**src/rtl/ring_control.sv**
```systemverilog
// ring_control: doorbell front end. Synchronises and debounces the doorbell,
// mode and track buttons, runs the ring-duration FSM and holds the mode and
// track selections. Optional feature macro: RING_RETRIGGER_EN (a doorbell
// press while ringing restarts the ring; otherwise such presses are ignored).
module ring_control #(
   parameter int unsigned DB_CYCLES   = 500000,
   parameter int unsigned RING_CYCLES = 268435456,
   parameter int unsigned MODE_MAX    = 4,
   parameter int unsigned TRCK_MAX    = 5
) (
   input  logic       CLK,
   input  logic       RST,
   input  logic       BTN_DRBL,
   input  logic       BTN_MODE,
   input  logic       BTN_TRCK,
   output logic       RING,
   output logic       RING_START,
   output logic       RING_DONE,
   output logic [2:0] MODE,
   output logic [2:0] TRCK,
   output logic       TRCK_CHG
);

   localparam int unsigned DB_W  = (DB_CYCLES > 1) ? $clog2(DB_CYCLES) : 1;
   localparam int unsigned RC_W  = $clog2(RING_CYCLES);
   localparam int unsigned NBTN  = 3;
   localparam int unsigned B_DRBL = 0;
   localparam int unsigned B_MODE = 1;
   localparam int unsigned B_TRCK = 2;

   typedef enum logic {IDLE = 1'b0, RINGING = 1'b1} state_t;

   logic [NBTN-1:0] btn_raw;
   logic [NBTN-1:0] sync1_q;
   logic [NBTN-1:0] sync2_q;
   logic [NBTN-1:0] db_q;
   logic [NBTN-1:0] db_prev_q;
   logic [NBTN-1:0] press_q;

   state_t          state_q;
   logic [RC_W-1:0] ring_cnt_q;
   logic            ring_q;
   logic            ring_start_q;
   logic            ring_done_q;
   logic [2:0]      mode_q;
   logic [2:0]      trck_q;
   logic            trck_chg_q;

   assign btn_raw = {BTN_TRCK, BTN_MODE, BTN_DRBL};

   // Two-flop synchronisers for the asynchronous button inputs
   always_ff @(posedge CLK or posedge RST) begin
      if (RST) begin
         sync1_q <= '0;
         sync2_q <= '0;
      end else begin
         sync1_q <= btn_raw;
         sync2_q <= sync1_q;
      end
   end

   for (genvar b = 0; b < NBTN; b++) begin : g_db
      logic [DB_W-1:0] cnt_q;
      logic            lvl_q;

      // Accept a level change only after it has been stable for DB_CYCLES
      always_ff @(posedge CLK or posedge RST) begin
         if (RST) begin
            cnt_q <= '0;
            lvl_q <= 1'b0;
         end else if (sync2_q[b] != lvl_q) begin
            if (cnt_q == DB_W'(DB_CYCLES - 1)) begin
               lvl_q <= ~lvl_q;
               cnt_q <= '0;
            end else begin
               cnt_q <= cnt_q + DB_W'(1);
            end
         end else begin
            cnt_q <= '0;
         end
      end

      assign db_q[b] = lvl_q;
   end

   // Registered one-cycle press events on debounced rising edges
   always_ff @(posedge CLK or posedge RST) begin
      if (RST) begin
         db_prev_q <= '0;
         press_q   <= '0;
      end else begin
         db_prev_q <= db_q;
         press_q   <= db_q & ~db_prev_q;
      end
   end

   // Mode and track selection registers, wrapping back to 1
   always_ff @(posedge CLK or posedge RST) begin
      if (RST) begin
         mode_q     <= 3'd1;
         trck_q     <= 3'd1;
         trck_chg_q <= 1'b0;
      end else begin
         trck_chg_q <= press_q[B_TRCK];
         if (press_q[B_MODE]) begin
            mode_q <= (mode_q == 3'(MODE_MAX)) ? 3'd1 : mode_q + 3'd1;
         end
         if (press_q[B_TRCK]) begin
            trck_q <= (trck_q == 3'(TRCK_MAX)) ? 3'd1 : trck_q + 3'd1;
         end
      end
   end

   // Ring-duration FSM with registered level and pulse outputs
   always_ff @(posedge CLK or posedge RST) begin
      if (RST) begin
         state_q      <= IDLE;
         ring_cnt_q   <= '0;
         ring_q       <= 1'b0;
         ring_start_q <= 1'b0;
         ring_done_q  <= 1'b0;
      end else begin
         ring_start_q <= 1'b0;
         ring_done_q  <= 1'b0;
         case (state_q)
            IDLE: begin
               if (press_q[B_DRBL]) begin
                  state_q      <= RINGING;
                  ring_cnt_q   <= '0;
                  ring_q       <= 1'b1;
                  ring_start_q <= 1'b1;
               end
            end
            RINGING: begin
`ifdef RING_RETRIGGER_EN
               if (press_q[B_DRBL]) begin
                  ring_cnt_q   <= '0;
                  ring_start_q <= 1'b1;
               end else
`endif
               if (ring_cnt_q == RC_W'(RING_CYCLES - 1)) begin
                  state_q     <= IDLE;
                  ring_cnt_q  <= '0;
                  ring_q      <= 1'b0;
                  ring_done_q <= 1'b1;
               end else begin
                  ring_cnt_q <= ring_cnt_q + RC_W'(1);
               end
            end
            default: begin
               state_q <= IDLE;
               ring_q  <= 1'b0;
            end
         endcase
      end
   end

   assign RING       = ring_q;
   assign RING_START = ring_start_q;
   assign RING_DONE  = ring_done_q;
   assign MODE       = mode_q;
   assign TRCK       = trck_q;
   assign TRCK_CHG   = trck_chg_q;

endmodule

```
**config.mk**
```make
export PLATFORM = sky130hd
export DESIGN_NAME = ring_control
export DESIGN_NICKNAME = d
export VERILOG_FILES = /design/src/rtl/ring_control.sv
export SDC_FILE = /design/constraint.sdc
export NUM_CORES = 1
export LEC_CHECK = 0
export ABC_AREA = 1
export ABC_CLOCK_PERIOD_IN_PS = 3000
export BUFFER_PORTS_ARGS = -buffer_cell sky130_fd_sc_hd__buf_2
export CORE_UTILIZATION = 30
export CTS_BUF_LIST = sky130_fd_sc_hd__clkbuf_16
export DETAILED_ROUTE_END_ITERATION = 8
export SYNTH_ARGS = -nofsm -noshare
export SYNTH_HDL_FRONTEND = slang
export SYNTH_SLANG_ARGS = --single-unit
```
**constraint.sdc**
```tcl
create_clock -name CLK -period 3 [get_ports CLK]
set_input_delay 0.3 -clock CLK [delete_from_list [all_inputs] [get_ports CLK]]
set_output_delay 0.3 -clock CLK [all_outputs]
set_load 0.005 [all_outputs]
```
After elaboration in Yosys (flattened, before gate mapping). Index checks and enable logic that the tools add are counted. W data, S select, Z words.

Word-level logic and storage cells: 65. Input port bits: 5. Register bits: 111. Output and inout bits: 10.

Reduce and logical (&&, ||, !) cells: 4. Eq/ne operators: 11. Bitwise operators: 6. $add $sub $neg: 6. Mux-type cells: 20.

Operators by type and width (count): $mux W19 (6); $add A19 B1 Y19 const B (3); $eq A19 B19 Y1 const B (3); $mux W28 (2); $pmux W28 S2 (1); $add A28 B1 Y28 const B (1); $eq A28 B28 Y1 const B (1); $reduce_and A2 Y1 (4); $mux W1 (7); $add A3 B1 Y3 const B (2); $eq A3 B3 Y1 const B (2); $mux W3 (2); $not A1 Y1 (4); $pmux W1 S2 (2); $and A3 B3 Y3 (1); $ne A1 B1 Y1 (3); $not A3 Y3 (1); $ne A2 B1 Y1 const B (1); $ne A2 B2 Y1 const B (1).

Depth between registers and ports, before layout.
Word-level depth: 3. Mapped depth: 10.

Worst setup path after synthesis. No wires, ideal clock.

Path type: reg2reg. Start: register g_db[2].cnt_q[0]. End: register g_db[2].cnt_q[17]. Arrival: 1.357 ns. Path slack: 1.566 ns. Cell stages (with the launch flop): 9. Required time: 2.922 ns. Cell sequence: dfrtp_1 -> ha_1 -> nand2_1 -> nor2_4 -> nand3_1 -> nor2_1 -> nor2_1 -> inv_2 -> a21oi_1.

Longest elaborated chain between the ends: 3.

RTL lines: start: declaration (line 63) `logic [DB_W-1:0] cnt_q;`; start signal: assignment (line 76) `cnt_q <= cnt_q + DB_W'(1);`; $add A19 B1 Y19 or $eq A19 B19 Y1 (tied branches) (line 76, 72); $mux W19 * (line 72) `if (cnt_q == DB_W'(DB_CYCLES - 1)) begin`; $mux W19 * (line 71) `end else if (sync2_q[b] != lvl_q) begin`.

Mark *: on every way between the ends. The rest lies on a longest branch, timed or not. A chain may end at the register's enable or synchronous reset.

Worst setup path after layout.
Start: register state_q. End: register ring_cnt_q[23].

Longest elaborated chain between the ends: 2.

RTL lines: start: declaration (line 40) `state_t state_q;`; start signal: assignment (line 117) `state_q <= IDLE;`; start signal: assignment (line 128) `state_q <= RINGING;`; start signal: assignment (line 142) `state_q <= IDLE;`; $not A1 Y1; $pmux W28 S2 or $ne A2 B2 Y1 (tied branches); end signal: assignment (line 147) `ring_cnt_q <= ring_cnt_q + RC_W'(1);`; end: declaration (line 41) `logic [RC_W-1:0] ring_cnt_q;`.

Several ways; a longest one is shown, not always the timed one.

==> out/results.txt <==
Crit-path most repeated cell: nor2_1
Clock Latency Late Sink: 350 ps
Final setup violation count: 0
Initial antenna violation count: 0
Height of the die: 142 um
Diode count: 0
Core area: 18900 um2
DPL Wire Length: 8450 um
Critical R2R Launch: state_q$_DFF_PP0_
Mux cell area share after synthesis: 0%
Distinct cells, synth: 34
Wl on met1: 6030 um
Hold Path Origin: BTN_MODE
Number of synthesized flops with an enable pin: 0
Via-per-instance ratio: 4.37
Seq/Total Area, Yosys: 47.5%
H-tree Lvls: 3
Vias in the first global route: 4308
# DRC: 0
Critical Path AT: 2040 ps
Share of power burned in registers: 56.2%
Slew @ Worst Pin: 546 ps
Psw: 0.000607 W
Gr usage total: 12.4%
Power density cells: 412 nW/um2
Int Pwr: 0.00209 W
Setup bufs post-CTS: 0
Worst-case clock buffer depth: 2
XOR/XNOR share of the synthesized area: 4.49%
DR WL met2: 5040 um
GP Congestion: 0.874
Fin crit share: 60.6%
Routed via count: 4628
Critical Path End Type: flop
FILL cells: 2019
Mapped Nets: 780
TNS Setup: 0 ps
Ys Warns: 0
Area growth syn-to-layout: 12.0%
Starting Density: 31.0%
Fin Hold WS: 55.7 ps
Fmax: 550 MHz
CTS Buf Count: 9
Worst IR Drop VDD: 238 uV
Post-layout nets: 805
Crit Path Class: reg -> reg
Drt first pass iters: 4
Dpl ws: 1200 ps
1st-iter DRT viols: 265
Adder-cell share of the synthesized area: 1.28%
Final wirelength: 11500 um
Comb pwr share: 2.6%
First-pass GRT wire length: 20300 um
CP delay by family, top: simple AND/OR/NAND/NOR gates
Highest metal used: met4
Top post-synthesis cells by area: dfrtp_1, nand2_1, nor2_1
Slowest CP cell: dfrtp_1
CP max stage delay: 600 ps
Synth Flop Type: dfrtp_1
PortBufs: 14
Pin count of the biggest net entering global routing: 65
Total power: 0.00270 W
Final hold vios: 0
Max_slew headroom: 63.6%
Crit-path cells: nor2_1, buf_4, inv_1, nand2_1, nor2_1, nand3_1, nand2_1, nor2_1
Synthesized area: 5850 um2
Antenna Nets Post-Route: 0
Static leakage: 2.85 nW
Mapped Avg Cell Area: 7.61 um2
Share of the synthesized area in the top cell type: 46.6%
Met3 wire length: 325 um
Slew Viols, Final: 0
Seq cells post-synth: 111
I/O pin count: 15
Synth async-reset ratio: 100%
Cells after synthesis: 769
CTS tree: yes
# clock sinks: 111
Min Tclk post-route: 1820 ps
CP max FO: 16
Die X-Extent: 142 um
Num rows: 50
Synth Area in Compound Gates: 4.32%
Min-Delay Path Class: in -> reg
Cell taking the most area after synthesis: dfrtp_1
Multi-input logic area: 2730 um2
Simple-gate share of the synthesized area: 36.6%
Largest family of logic cells by synthesized area: simple AND/OR/NAND/NOR gates
FF/Latch Area: 2780 um2
Setup WS post-layout: 1180 ps
WL/cell: 10.9 um
Clk root buf: clkbuf_16
Crit path buffers/inverters: 2
Share of layout cells above drive strength 1: 9.01%
Setup Skew: 7.37 ps
Die footprint: 20100 um2
Maxcap violations: 0
Status: finished, final reports clean
CTS clk-pin slew, worst paths: 70 ps
Critical Path RT: 3220 ps
Startpoint type of the worst setup path: flop
GR Overflow Total: 0
Setup crit start: state_q$_DFF_PP0_
Clock power frac: 41.1%
Sw frac: 22.5%
RSZ-0062 raised after global routing: false
==> worst paths after layout <==
check | to | cells past startpoint | slack (ps)
worst max-delay path | ring_cnt_q[23]$_DFFE_PP0P_ | 8 | 1180
worst min-delay path | sync1_q[1]$_DFF_PP0_ | 1 | 60
worst max register to register | ring_cnt_q[23]$_DFFE_PP0P_ | 8 | 1180
worst min register to register | sync2_q[0]$_DFF_PP0_ | 0 | 360
min in group asynchronous | g_db[2].cnt_q[11]$_DFF_PP0_ | 3 | 400
max in group asynchronous | TRCK[0]$_DFFE_PP1P_ | 4 | 1840
==> power groups by stage <==
stage	clock, W	sequential, W	combinational (W)
2_1_floorplan	0	0.00155	0.0000500
3_3_place_gp	0	0.00155	0.0000732
3_5_place_dp	0	0.00155	0.0000737
4_1_cts	0.00116	0.00152	0.0000753
5_1_grt	0.00122	0.00152	0.0000858
6_report	0.00111	0.00152	0.0000710
==> cell type report <==
cell class / instances / area share [%]
inverters: 86 / 4.99
clock inverters: 7 / 0.745
well taps: 260 / 4.97
flip-flops and latches: 111 / 42.4
clock buffers: 9 / 3.44
multi-input cells: 568 / 41.7
repair buffers: 18 / 1.76
==> per-stage QoR <==
step	std cells	util (%)	instance area, um2
after CTS	1059	34.7	6550
after global placement	1042	33.2	6270
final	1059	34.7	6550
after global routing	1059	34.7	6550
after detailed placement	1042	33.2	6270
after floorplan	769	-	5850
==> state kept, by name, indices dropped and copies added, names as in the netlist <==
name and flops:
MODE 3, RING 1, RING_DONE 1, RING_START 1, TRCK 3, TRCK_CHG 1
db_prev_q 3, g_db.cnt_q 57, g_db.lvl_q 3, press_q 3, ring_cnt_q 28, state_q 1
sync1_q 3, sync2_q 3
==> worst reg2reg max path: cells and delay by family (launching register included) <==
family / cells / cell delay [ps]
flops: 1 / 600
simple gates: 6 / 630
buf+inv: 2 / 470
==> cell usage after synthesis (all sizes together), types with 6 or more instances <==
| cell | count |
|---|---|
| nor2 | 181 |
| nand3 | 58 |
| xor2 | 27 |
| nand4 | 8 |
| dfrtp | 109 |
| o21ai | 28 |
| nand2 | 210 |
| nor3b | 7 |
| ha | 6 |
| nor3 | 19 |
| inv | 86 |
| a21oi | 7 |
==> cells in the final DEF (no fill, tap or decap), types with 3 or more instances in the layout <==
master      count
ha_1            6
nor2_2         12
nand2_1       204
nand4_1         8
o22ai_1         3
nor2_1        161
nor3b_1         7
xor2_1         27
nand2_2         3
a21oi_1         7
nor3_1         18
dfrtp_1       109
clkinvlp_4      3
nor2_4          8
buf_2          14
xnor2_1         3
nand3_1        55
nand3b_1        3
clkbuf_16       9
nand2_4         3
inv_2           5
o21a_1          3
o21ai_0        24
inv_1          81
==> cells by family after synthesis <==
| group | after synthesis |
|---|---|
| adders and majority gates | 6 |
| xor gates and xnor gates | 30 |
| DFF | 111 |
| and+or+nand+nor | 488 |
| AOI/OAI and AO/OA | 44 |
| buffers and inverters | 90 |
==> metal layers <==
layer	vias to the layer above	track usage [%]
met5	-	0
met3	9	2.40
met4	0	3.57
met2	65	19.1
met1	2095	17.7
li1	2459	-
==> timing repair <==
item                       4_1_cts  5_1_grt
hold buffers                     1        0
gates resized for setup          0        0
setup endpoints to repair        0        0
hold endpoints to repair         4        0
(Power assumes the default switching activity.)
